<file path="src/rtl/ucsbece154b_branch_resolve_if.sv">
// Bundle between the fetch/decode/execute pipeline and the branch resolve stage.
// The resolve stage is the slave; the pipeline (or a bench) is the master.
interface ucsbece154b_branch_resolve_if #(
  parameter int NUM_BTB_ENTRIES = 32,
  parameter int NUM_GHR_BITS    = 5
);
  localparam int BTB_IDX_W = $clog2(NUM_BTB_ENTRIES);

  // Fetch-side prediction
  logic [31:0]             pc_f_i;
  logic                    BranchTaken_f_i;
  logic [31:0]             BTBtarget_f_i;
  logic [NUM_GHR_BITS-1:0] PHTreadaddress_f_i;

  // Hazard controls and later-stage information
  logic                    StallF_i;
  logic                    StallD_i;
  logic                    FlushE_i;
  logic [6:0]              op_d_i;
  logic                    BranchActual_e_i;
  logic [31:0]             Target_e_i;

  // Redirect and predictor update
  logic [31:0]             PCnext_f_o;
  logic                    Mispredict_e_o;
  logic                    BTB_we_o;
  logic [BTB_IDX_W-1:0]    BTBwriteaddress_o;
  logic [31:0]             BTBwritedata_o;
  logic                    PHTwe_o;
  logic                    PHTincrement_o;
  logic [NUM_GHR_BITS-1:0] PHTwriteaddress_o;
  logic                    GHRreset_o;
  logic [31:0]             BranchCount_o;
  logic [31:0]             MispredictCount_o;

  modport master (
    output pc_f_i, BranchTaken_f_i, BTBtarget_f_i, PHTreadaddress_f_i,
    output StallF_i, StallD_i, FlushE_i, op_d_i, BranchActual_e_i, Target_e_i,
    input  PCnext_f_o, Mispredict_e_o, BTB_we_o, BTBwriteaddress_o, BTBwritedata_o,
    input  PHTwe_o, PHTincrement_o, PHTwriteaddress_o, GHRreset_o,
    input  BranchCount_o, MispredictCount_o
  );

  modport slave (
    input  pc_f_i, BranchTaken_f_i, BTBtarget_f_i, PHTreadaddress_f_i,
    input  StallF_i, StallD_i, FlushE_i, op_d_i, BranchActual_e_i, Target_e_i,
    output PCnext_f_o, Mispredict_e_o, BTB_we_o, BTBwriteaddress_o, BTBwritedata_o,
    output PHTwe_o, PHTincrement_o, PHTwriteaddress_o, GHRreset_o,
    output BranchCount_o, MispredictCount_o
  );
endinterface

</file>
<file path="src/rtl/ucsbece154b_branch_resolve.sv">
// Branch resolve stage: picks the next fetch PC, carries each fetch prediction
// through D and E, resolves it in Execute, and drives predictor updates,
// the mispredict redirect and the performance counters.
module ucsbece154b_branch_resolve #(
  parameter int NUM_BTB_ENTRIES = 32,
  parameter int NUM_GHR_BITS    = 5
) (
  input  logic clk,
  input  logic reset_i,
  ucsbece154b_branch_resolve_if.slave bus
);
  localparam int         BTB_IDX_W = $clog2(NUM_BTB_ENTRIES);
  localparam logic [6:0] OP_BRANCH = 7'b1100011;
  localparam logic [6:0] OP_JAL    = 7'b1101111;
  localparam logic [6:0] OP_JALR   = 7'b1100111;

  // D register
  logic                    d_vld_q, d_vld_d;
  logic [31:0]             d_pc_q, d_pc_d;
  logic                    d_pred_taken_q, d_pred_taken_d;
  logic [31:0]             d_pred_target_q, d_pred_target_d;
  logic [NUM_GHR_BITS-1:0] d_pht_addr_q, d_pht_addr_d;

  // E register
  logic                    e_vld_q, e_vld_d;
  logic [31:0]             e_pc_q, e_pc_d;
  logic                    e_pred_taken_q, e_pred_taken_d;
  logic [31:0]             e_pred_target_q, e_pred_target_d;
  logic [NUM_GHR_BITS-1:0] e_pht_addr_q, e_pht_addr_d;
  logic [6:0]              e_op_q, e_op_d;

  // Control and counters
  logic                    ghr_reset_q, ghr_reset_d;
  logic [31:0]             branch_cnt_q, branch_cnt_d;
  logic [31:0]             mispred_cnt_q, mispred_cnt_d;

  // Execute-stage resolution
  logic                    is_br, is_j, ctl;
  logic                    target_diff;
  logic                    mispredict;
  logic                    pht_we;
  logic [31:0]             redirect_pc;

  // Resolve the prediction held in E against the actual outcome
  always_comb begin
    is_br       = (e_op_q == OP_BRANCH);
    is_j        = (e_op_q == OP_JAL) || (e_op_q == OP_JALR);
    ctl         = e_vld_q && (is_br || is_j);
    target_diff = (e_pred_target_q != bus.Target_e_i);
    // A not-taken branch predicted not-taken never mispredicts, whatever its target.
    mispredict  = ctl && ((bus.BranchActual_e_i != e_pred_taken_q) ||
                          (bus.BranchActual_e_i && target_diff));
    pht_we      = e_vld_q && is_br;
    redirect_pc = bus.BranchActual_e_i ? bus.Target_e_i : (e_pc_q + 32'd4);
  end

  // Drive redirect, next fetch PC and predictor updates; bubbles stay silent
  always_comb begin
    bus.Mispredict_e_o    = mispredict;
    bus.PCnext_f_o        = mispredict ? redirect_pc :
                            (bus.BranchTaken_f_i ? bus.BTBtarget_f_i : (bus.pc_f_i + 32'd4));
    bus.PHTwe_o           = pht_we;
    bus.PHTincrement_o    = e_vld_q && bus.BranchActual_e_i;
    bus.PHTwriteaddress_o = e_vld_q ? e_pht_addr_q : '0;
    bus.BTB_we_o          = ctl && bus.BranchActual_e_i && (!e_pred_taken_q || target_diff);
    bus.BTBwriteaddress_o = e_vld_q ? e_pc_q[BTB_IDX_W+1:2] : '0;
    bus.BTBwritedata_o    = e_vld_q ? bus.Target_e_i : 32'd0;
    bus.GHRreset_o        = ghr_reset_q;
    bus.BranchCount_o     = branch_cnt_q;
    bus.MispredictCount_o = mispred_cnt_q;
  end

  // D register next state: squash on mispredict, hold on stall, else take fetch
  always_comb begin
    d_vld_d         = d_vld_q;
    d_pc_d          = d_pc_q;
    d_pred_taken_d  = d_pred_taken_q;
    d_pred_target_d = d_pred_target_q;
    d_pht_addr_d    = d_pht_addr_q;
    if (mispredict) begin
      d_vld_d = 1'b0;
    end else if (!bus.StallD_i) begin
      d_vld_d         = 1'b1;
      d_pc_d          = bus.pc_f_i;
      d_pred_taken_d  = bus.BranchTaken_f_i;
      d_pred_target_d = bus.BTBtarget_f_i;
      d_pht_addr_d    = bus.PHTreadaddress_f_i;
    end
  end

  // E register next state: bubble on mispredict, flush or D stall, else take D
  always_comb begin
    e_vld_d         = e_vld_q;
    e_pc_d          = e_pc_q;
    e_pred_taken_d  = e_pred_taken_q;
    e_pred_target_d = e_pred_target_q;
    e_pht_addr_d    = e_pht_addr_q;
    e_op_d          = e_op_q;
    if (mispredict || bus.FlushE_i || bus.StallD_i) begin
      e_vld_d = 1'b0;
    end else begin
      e_vld_d         = d_vld_q;
      e_pc_d          = d_pc_q;
      e_pred_taken_d  = d_pred_taken_q;
      e_pred_target_d = d_pred_target_q;
      e_pht_addr_d    = d_pht_addr_q;
      e_op_d          = bus.op_d_i;
    end
  end

  // GHR clear pulse and performance counters (counting frozen while fetch stalls)
  always_comb begin
    ghr_reset_d   = 1'b0;
    branch_cnt_d  = branch_cnt_q;
    mispred_cnt_d = mispred_cnt_q;
    if (!bus.StallF_i) begin
      if (pht_we)     branch_cnt_d  = branch_cnt_q + 32'd1;
      if (mispredict) mispred_cnt_d = mispred_cnt_q + 32'd1;
    end
  end

  // State registers with asynchronous active-low reset
  always_ff @(posedge clk or negedge reset_i) begin
    if (!reset_i) begin
      d_vld_q         <= 1'b0;
      d_pc_q          <= 32'd0;
      d_pred_taken_q  <= 1'b0;
      d_pred_target_q <= 32'd0;
      d_pht_addr_q    <= '0;
      e_vld_q         <= 1'b0;
      e_pc_q          <= 32'd0;
      e_pred_taken_q  <= 1'b0;
      e_pred_target_q <= 32'd0;
      e_pht_addr_q    <= '0;
      e_op_q          <= 7'd0;
      ghr_reset_q     <= 1'b1;
      branch_cnt_q    <= 32'd0;
      mispred_cnt_q   <= 32'd0;
    end else begin
      d_vld_q         <= d_vld_d;
      d_pc_q          <= d_pc_d;
      d_pred_taken_q  <= d_pred_taken_d;
      d_pred_target_q <= d_pred_target_d;
      d_pht_addr_q    <= d_pht_addr_d;
      e_vld_q         <= e_vld_d;
      e_pc_q          <= e_pc_d;
      e_pred_taken_q  <= e_pred_taken_d;
      e_pred_target_q <= e_pred_target_d;
      e_pht_addr_q    <= e_pht_addr_d;
      e_op_q          <= e_op_d;
      ghr_reset_q     <= ghr_reset_d;
      branch_cnt_q    <= branch_cnt_d;
      mispred_cnt_q   <= mispred_cnt_d;
    end
  end
endmodule

</file>
<file path="src/flat_wrapper.sv">
// flat-port wrapper written by rule: the top's interface ports become plain ports
module ucsbece154b_branch_resolve_flat 
#(
  parameter int NUM_BTB_ENTRIES = 32,
  parameter int NUM_GHR_BITS    = 5
)
  (clk, reset_i, bus_pc_f_i, bus_BranchTaken_f_i, bus_BTBtarget_f_i, bus_PHTreadaddress_f_i, bus_StallF_i, bus_StallD_i, bus_FlushE_i, bus_op_d_i, bus_BranchActual_e_i, bus_Target_e_i, bus_PCnext_f_o, bus_Mispredict_e_o, bus_BTB_we_o, bus_BTBwriteaddress_o, bus_BTBwritedata_o, bus_PHTwe_o, bus_PHTincrement_o, bus_PHTwriteaddress_o, bus_GHRreset_o, bus_BranchCount_o, bus_MispredictCount_o);
  ucsbece154b_branch_resolve_if #(.NUM_BTB_ENTRIES(NUM_BTB_ENTRIES), .NUM_GHR_BITS(NUM_GHR_BITS)) bus_i ();
  input  logic clk;
  input  logic reset_i;
  input wire logic [$bits(bus_i.pc_f_i)-1:0] bus_pc_f_i;
  input wire logic [$bits(bus_i.BranchTaken_f_i)-1:0] bus_BranchTaken_f_i;
  input wire logic [$bits(bus_i.BTBtarget_f_i)-1:0] bus_BTBtarget_f_i;
  input wire logic [$bits(bus_i.PHTreadaddress_f_i)-1:0] bus_PHTreadaddress_f_i;
  input wire logic [$bits(bus_i.StallF_i)-1:0] bus_StallF_i;
  input wire logic [$bits(bus_i.StallD_i)-1:0] bus_StallD_i;
  input wire logic [$bits(bus_i.FlushE_i)-1:0] bus_FlushE_i;
  input wire logic [$bits(bus_i.op_d_i)-1:0] bus_op_d_i;
  input wire logic [$bits(bus_i.BranchActual_e_i)-1:0] bus_BranchActual_e_i;
  input wire logic [$bits(bus_i.Target_e_i)-1:0] bus_Target_e_i;
  output wire logic [$bits(bus_i.PCnext_f_o)-1:0] bus_PCnext_f_o;
  output wire logic [$bits(bus_i.Mispredict_e_o)-1:0] bus_Mispredict_e_o;
  output wire logic [$bits(bus_i.BTB_we_o)-1:0] bus_BTB_we_o;
  output wire logic [$bits(bus_i.BTBwriteaddress_o)-1:0] bus_BTBwriteaddress_o;
  output wire logic [$bits(bus_i.BTBwritedata_o)-1:0] bus_BTBwritedata_o;
  output wire logic [$bits(bus_i.PHTwe_o)-1:0] bus_PHTwe_o;
  output wire logic [$bits(bus_i.PHTincrement_o)-1:0] bus_PHTincrement_o;
  output wire logic [$bits(bus_i.PHTwriteaddress_o)-1:0] bus_PHTwriteaddress_o;
  output wire logic [$bits(bus_i.GHRreset_o)-1:0] bus_GHRreset_o;
  output wire logic [$bits(bus_i.BranchCount_o)-1:0] bus_BranchCount_o;
  output wire logic [$bits(bus_i.MispredictCount_o)-1:0] bus_MispredictCount_o;
  assign bus_i.pc_f_i = bus_pc_f_i;
  assign bus_i.BranchTaken_f_i = bus_BranchTaken_f_i;
  assign bus_i.BTBtarget_f_i = bus_BTBtarget_f_i;
  assign bus_i.PHTreadaddress_f_i = bus_PHTreadaddress_f_i;
  assign bus_i.StallF_i = bus_StallF_i;
  assign bus_i.StallD_i = bus_StallD_i;
  assign bus_i.FlushE_i = bus_FlushE_i;
  assign bus_i.op_d_i = bus_op_d_i;
  assign bus_i.BranchActual_e_i = bus_BranchActual_e_i;
  assign bus_i.Target_e_i = bus_Target_e_i;
  assign bus_PCnext_f_o = bus_i.PCnext_f_o;
  assign bus_Mispredict_e_o = bus_i.Mispredict_e_o;
  assign bus_BTB_we_o = bus_i.BTB_we_o;
  assign bus_BTBwriteaddress_o = bus_i.BTBwriteaddress_o;
  assign bus_BTBwritedata_o = bus_i.BTBwritedata_o;
  assign bus_PHTwe_o = bus_i.PHTwe_o;
  assign bus_PHTincrement_o = bus_i.PHTincrement_o;
  assign bus_PHTwriteaddress_o = bus_i.PHTwriteaddress_o;
  assign bus_GHRreset_o = bus_i.GHRreset_o;
  assign bus_BranchCount_o = bus_i.BranchCount_o;
  assign bus_MispredictCount_o = bus_i.MispredictCount_o;
  ucsbece154b_branch_resolve #(.NUM_BTB_ENTRIES(NUM_BTB_ENTRIES), .NUM_GHR_BITS(NUM_GHR_BITS)) u_core (.clk(clk), .reset_i(reset_i), .bus(bus_i));
endmodule
</file>
<file path="config.mk">
export PLATFORM = sky130hd
export DESIGN_NAME = ucsbece154b_branch_resolve_flat
export DESIGN_NICKNAME = d
export VERILOG_FILES = /design/src/rtl/ucsbece154b_branch_resolve_if.sv /design/src/rtl/ucsbece154b_branch_resolve.sv /design/src/flat_wrapper.sv
export SDC_FILE = /design/constraint.sdc
export NUM_CORES = 1
export LEC_CHECK = 0
export BUFFER_PORTS_ARGS = -buffer_cell sky130_fd_sc_hd__buf_4
export CAP_MARGIN = 40
export CORE_ASPECT_RATIO = 1.25
export CORE_MARGIN = 2
export CORE_UTILIZATION = 55
export CTS_CLUSTER_DIAMETER = 30
export DETAILED_ROUTE_END_ITERATION = 6
export HOLD_SLACK_MARGIN = 0.05
export PLACE_DENSITY = 0.81
export SYNTH_ARGS = -nofsm -noshare
export SYNTH_HDL_FRONTEND = slang
export SYNTH_SLANG_ARGS = --single-unit
</file>
<file path="constraint.sdc">
create_clock -name clk -period 2.6 [get_ports clk]
set_input_delay 0 -clock clk [delete_from_list [all_inputs] [get_ports clk]]
set_output_delay 0 -clock clk [all_outputs]
set_load 0.05 [all_outputs]
</file>
# After elaboration in Yosys (flattened, before gate mapping)
# Cells that the tools add are included.
# totals
register_bits,214
output_inout_bits,143
wordCells,53
# op_classes
n_addsub,4
n_eq_ne,6
n_mux,9
bitwise,3
reduce_logical,17
# op_table
op,count
two-way mux 32 bit,4
"adder 32 x 1 -> 32 bit, second input constant",2
"adder 32 x 3 -> 32 bit, second input constant",2
inequality test 32 bit,1
"== test 7 bit, second input constant",3
two-way mux 5 bit,2
logical AND 1 bit,7
logical OR 1 bit,6
AND reduction 2 bit,3
two-way mux 1 bit,3
NOT 1 bit,3
"inequality test 2 x 1 -> 1 bit, second input constant",1
zero test 1 bit,1
inequality test 1 bit,1

# Depth between registers and ports, before layout
# depth
depth_word,8
ltp_mapped,9
ltp_nobuf,7

# Worst setup path before layout
# Ideal clock, no wire load.
# synth_path
kind,flip-flop to output port
startpoint,register u_core.e_pred_target_q[12]
endpoint,output bus_PCnext_f_o[0]
t_arrival_ns,2.896
required_time_ns,2.600
path_slack_ns,-0.296
path_stages_with_launch,7
path_buffers,0
path_cell_list,dfrtp_1 -> xnor2_1 -> nand4_1 -> nor4_1 -> nand4_1 -> mux2_2 -> a221oi_1
# synth_via
elab_chain_len,5
# synth_lines
item,line_no,text
start: declaration,ucsbece154b_branch_resolve.sv:28,"logic [31:0] e_pred_target_q, e_pred_target_d;"
start signal: assignment,ucsbece154b_branch_resolve.sv:148,e_pred_target_q <= e_pred_target_d;
inequality test 32 bit,ucsbece154b_branch_resolve.sv:49,target_diff = (e_pred_target_q != bus.Target_e_i);
logical AND 1 bit,ucsbece154b_branch_resolve.sv:52,(bus.BranchActual_e_i && target_diff));
logical OR 1 bit,ucsbece154b_branch_resolve.sv:51,mispredict = ctl && ((bus.BranchActual_e_i != e_pred_taken_q) ||
logical AND 1 bit,ucsbece154b_branch_resolve.sv:51,
two-way mux 32 bit,ucsbece154b_branch_resolve.sv:60,bus.PCnext_f_o = mispredict ? redirect_pc :
end: declaration,flat_wrapper.sv:21,output wire logic [$bits(bus_i.PCnext_f_o)-1:0] bus_PCnext_f_o;
# No other way between the ends.

# Worst setup path in the final report
# layout_path
startpoint,register u_core.e_pred_target_q[3]
endpoint,output bus_PCnext_f_o[3]
# Same word-level chain as after synthesis.

==> metrics.txt <==
slowest CP cell=dfrtp_1; endpoints failing setup=30; hold path endpoint=u_core.bus.MispredictCount_o[21]$_DFFE_PN0P_; clock edge transition at the registers on the reported setup and hold paths=50 ps; DR vias/cell=between 5 and 6; Clock Skew=28.4 ps; r2r startpoint=u_core.e_pred_target_q[2]$_DFFE_PN0N_; routability congestion estimate=between 0.8 and 0.9; vias=10200; post-synthesis async set-or-reset flop share=1.00; CP Launch Type=flip-flop; Synth Cell Area=11500 um2; worst vdd ir=0.000590 V; FF/Latch Area=5360 um2; Post-Synth Adder-Cell Area=0.00436; P_leak=around 7.4 nW; #FFs+latches synth=214; Compound-Gate Fraction of Synth Area=0.0257; first-pass GRT wire length=54.9 mm; die height=166 um; RSZ-0062 raised after global routing=yes; Primary FF master, synth=dfrtp_1; CP required=2600 ps; pwr dens=676 nW/um2; Worst Hold Launch=bus_StallF_i; starting density of the core=0.555; Crit. path cell count=8; Fillers=1155; Rows=a little under 60; max_cap viols=0; width of the die=133 um; largest family of logic cells by synthesized area=multiplexers; Buffers on Ports=roughly 260; layout cells sized above 1=0.412; post-layout util=0.803; Worst Reg-to-Reg Cells=8; Area after DPL=13900 um2; Critical Path AT=roughly 2800 ps; Final ANT Viol Nets=0; Hold Fails Final Rpt=0; CP max stage delay=400 ps; failing checks=negative setup slack; Die Area=22100 um2; global route overflow=0; wire length per cell=21.9 um; GRT Util Overall=0.318; Highest Clock Rate=360 MHz; Layout Nets=~1500; 1st-iter DRT viols=717; Unique masters post-synth=50; number of enable flip-flop cells after synthesis=0; final worst-path cycle share=1.07; initial antenna violation count=0; Worst Hold Class=in2reg; yosys synthesis warning count=0; Final Power=11.2 mW; worst hold path depth=4; Setup CP Type=reg2out; worst path cell trace=xnor2_2, nand4_1, nor4_4, nand4_1, buf_6, mux2_2, a221oi_4, buf_6; Final Instance Area=16600 um2; Max transition margin=0.477; pre-CTS WS=71.2 ps; Max Root-Sink Buffers=3; transition time of the tightest slew-check pin=785 ps; Crit path buffers/inverters=2; Seq/Total Area, Yosys=0.467; fin crit period=2780 ps; CP max FO=6; Final WS setup=-178 ps; I/O pin count=258; Net Count, Synth=1151; CP Capture Type=output pin; dpl hpwl=23.4 mm; Synth Instances=about 1000; final WL=37.4 mm; synthesized area per cell=11.1 um2; capture point of the worst reg-to-reg path=u_core.d_pc_q[18]$_DFFE_PN0P_; final count of pins violating max slew=0; area of the multi-input gates=between 6000 and 7000 um2; Post-Synth Simple-Gate Area=0.170; n_diodes=0; DRC Markers=0; TritonCTS clock tree=built; Worst-Skew Late Latency=520 ps; synthesis-to-finish area growth=44.5%; number of global-route vias before repair=between 10000 and 15000; CTS Root Cell=clkbuf_16; status=complete, but fails checks; H-tree lvl count=2; largest net degree at the start of global routing=91; CP delay by family, top=simple AND/OR/NAND/NOR gates; Sink Count=214; flop-to-flop setup slack=50 ps; XOR/XNOR Fraction of Synth Area=0.113; CTS Buf Count=37; drt first pass iters=5; core area=~21000 um2; multiplexer share of the synthesized area=0.196
-- worst register-to-register path, cell delays in order, from the launching register on --
cell	delay [ps]
dfrtp_1	410
xnor2_2	220
nand4_1	150
nor4_2	370
nand4_2	220
buf_4	200
a21oi_4	210
buf_12	250
mux2_2	400
-- cell families after synthesis --
| logic type | count (synthesis) |
|---|---|
| buffers and inverters | 55 |
| AO/OA/AOI/OAI | 54 |
| other | 1 |
| flip-flops | 214 |
| XOR/XNOR | 147 |
| multiplexers | 204 |
| AND/OR/NAND/NOR | 353 |
| adder cells (fa/ha/maj) | 4 |
-- routing by layer --
metal / track usage / part of all wire
met5: 0 / 0
met3: 0.0565 / 0.074
met1: 0.381 / 0.37
met4: 0.174 / 0.050
met2: 0.550 / 0.51
-- cells in the final DEF, fill, tap and decap left out, drive strengths merged, types with 5 or more instances in the layout --
cell / count
nand2: 66
mux2: 163
nor3: 17
and2: 47
bufinv: 5
buf: 300
xor2: 39
dfrtp: 213
and4: 11
nor4: 18
clkbuf: 47
nor4b: 11
a21oi: 22
clkinv: 9
mux2i: 41
and3: 18
dlygate4sd3: 78
o21ai: 27
nand4: 41
nor2: 45
nand4b: 5
xnor2: 108
nand3: 57
inv: 13
-- power breakdown --
part | leakage (nW) | internal [mW] | switching, mW
clock | 0.641 | 3.39 | 1.71
sequential | 2.63 | 3.70 | 0.339
combinational | 4.12 | 0.981 | 1.10
total | 7.40 | 8.06 | 3.15
-- sequential cells by signal, summed over array words and instances, names as in the netlist --
register and count:
u_core.d_pred_taken_q 1, u_core.e_op_q 7, u_core.d_pht_addr_q 5, u_core.bus.GHRreset_o 1, u_core.d_pred_target_q 32, u_core.e_pht_addr_q 5
u_core.bus.MispredictCount_o 32, u_core.d_vld_q 1, u_core.e_pc_q 32, u_core.d_pc_q 32, u_core.e_vld_q 1, u_core.e_pred_target_q 32
u_core.e_pred_taken_q 1, u_core.bus.BranchCount_o 32
-- area by class of cell --
cell class | instances | area share
clock buffer | 46 | 0.0634
clock inverter | 21 | 0.0162
inverter | 9 | 0.00279
multi-input combinational | 764 | 0.376
sequential | 214 | 0.323
tap | 274 | 0.0207
timing repair buffer | 379 | 0.198
timing repair inverter | 1 | 0.000528
-- how the worst max path moves through the flow --
stage,startpoint,endpoint,slack [ps]
after detailed placement,u_core.e_pred_target_q[16]$_DFFE_PN0N_,u_core.d_pc_q[17]$_DFFE_PN0P_,70
after CTS,u_core.e_op_q[4]$_DFFE_PN0N_,bus_PCnext_f_o[30],-110
after floorplan,u_core.e_op_q[4]$_DFFE_PN0N_,bus_PCnext_f_o[14],-250
after global routing,u_core.e_pred_target_q[2]$_DFFE_PN0N_,bus_PCnext_f_o[11],-290
after global placement,u_core.e_pred_target_q[16]$_DFFE_PN0N_,u_core.d_pc_q[15]$_DFFE_PN0P_,100
final,u_core.e_pred_target_q[3]$_DFFE_PN0N_,bus_PCnext_f_o[3],-180
-- synth_stat cells (all sizes together), types with 2 or more instances --
| library cell | number | area (um2) |
|---|---|---|
| nor4 | 18 | 119 |
| or2 | 4 | 25.0 |
| and4 | 11 | 96.3 |
| a221oi | 2 | 17.5 |
| nand4b | 5 | 50.0 |
| nor3 | 17 | 90.1 |
| and3 | 18 | 113 |
| dfrtp | 213 | 5330 |
| nor3b | 3 | 22.5 |
| or4 | 3 | 26.3 |
| nor2 | 45 | 169 |
| clkbuf | 25 | 93.8 |
| and2 | 47 | 294 |
| nand4 | 41 | 263 |
| nand2 | 66 | 248 |
| xnor2 | 108 | 953 |
| ha | 4 | 50.1 |
| nand3 | 57 | 285 |
| buf | 21 | 151 |
| nor4b | 11 | 103 |
| xor2 | 39 | 342 |
| o21ai | 27 | 139 |
| or3 | 3 | 23.8 |
| inv | 9 | 33.8 |
| nand2b | 2 | 12.5 |
| mux2 | 163 | 1840 |
| a21oi | 22 | 114 |
| mux2i | 41 | 410 |
-- per-stage QoR --
step           hold slack [ps]  TNS, ps  instances
2_1_floorplan             -296    -1970       1032
3_3_place_gp               128        0       1548
3_5_place_dp               126        0       1548
4_1_cts                   56.2    -1470       1697
5_1_grt                    102   -10180       1708
6_report                  84.9    -2460       1708
-- what timing repair did --
action / 4_1_cts / 5_1_grt
resized for setup: 46 / 42
setup endpoints to repair: 33 / 35
gates cloned: 0 / 2
setup buffers: 5 / 9
endpoints found under the hold margin: 163 / 0
pin swaps: 9 / 12
hold buffers: 78 / 0
Note: power is estimated with default switching activity, not from simulation.
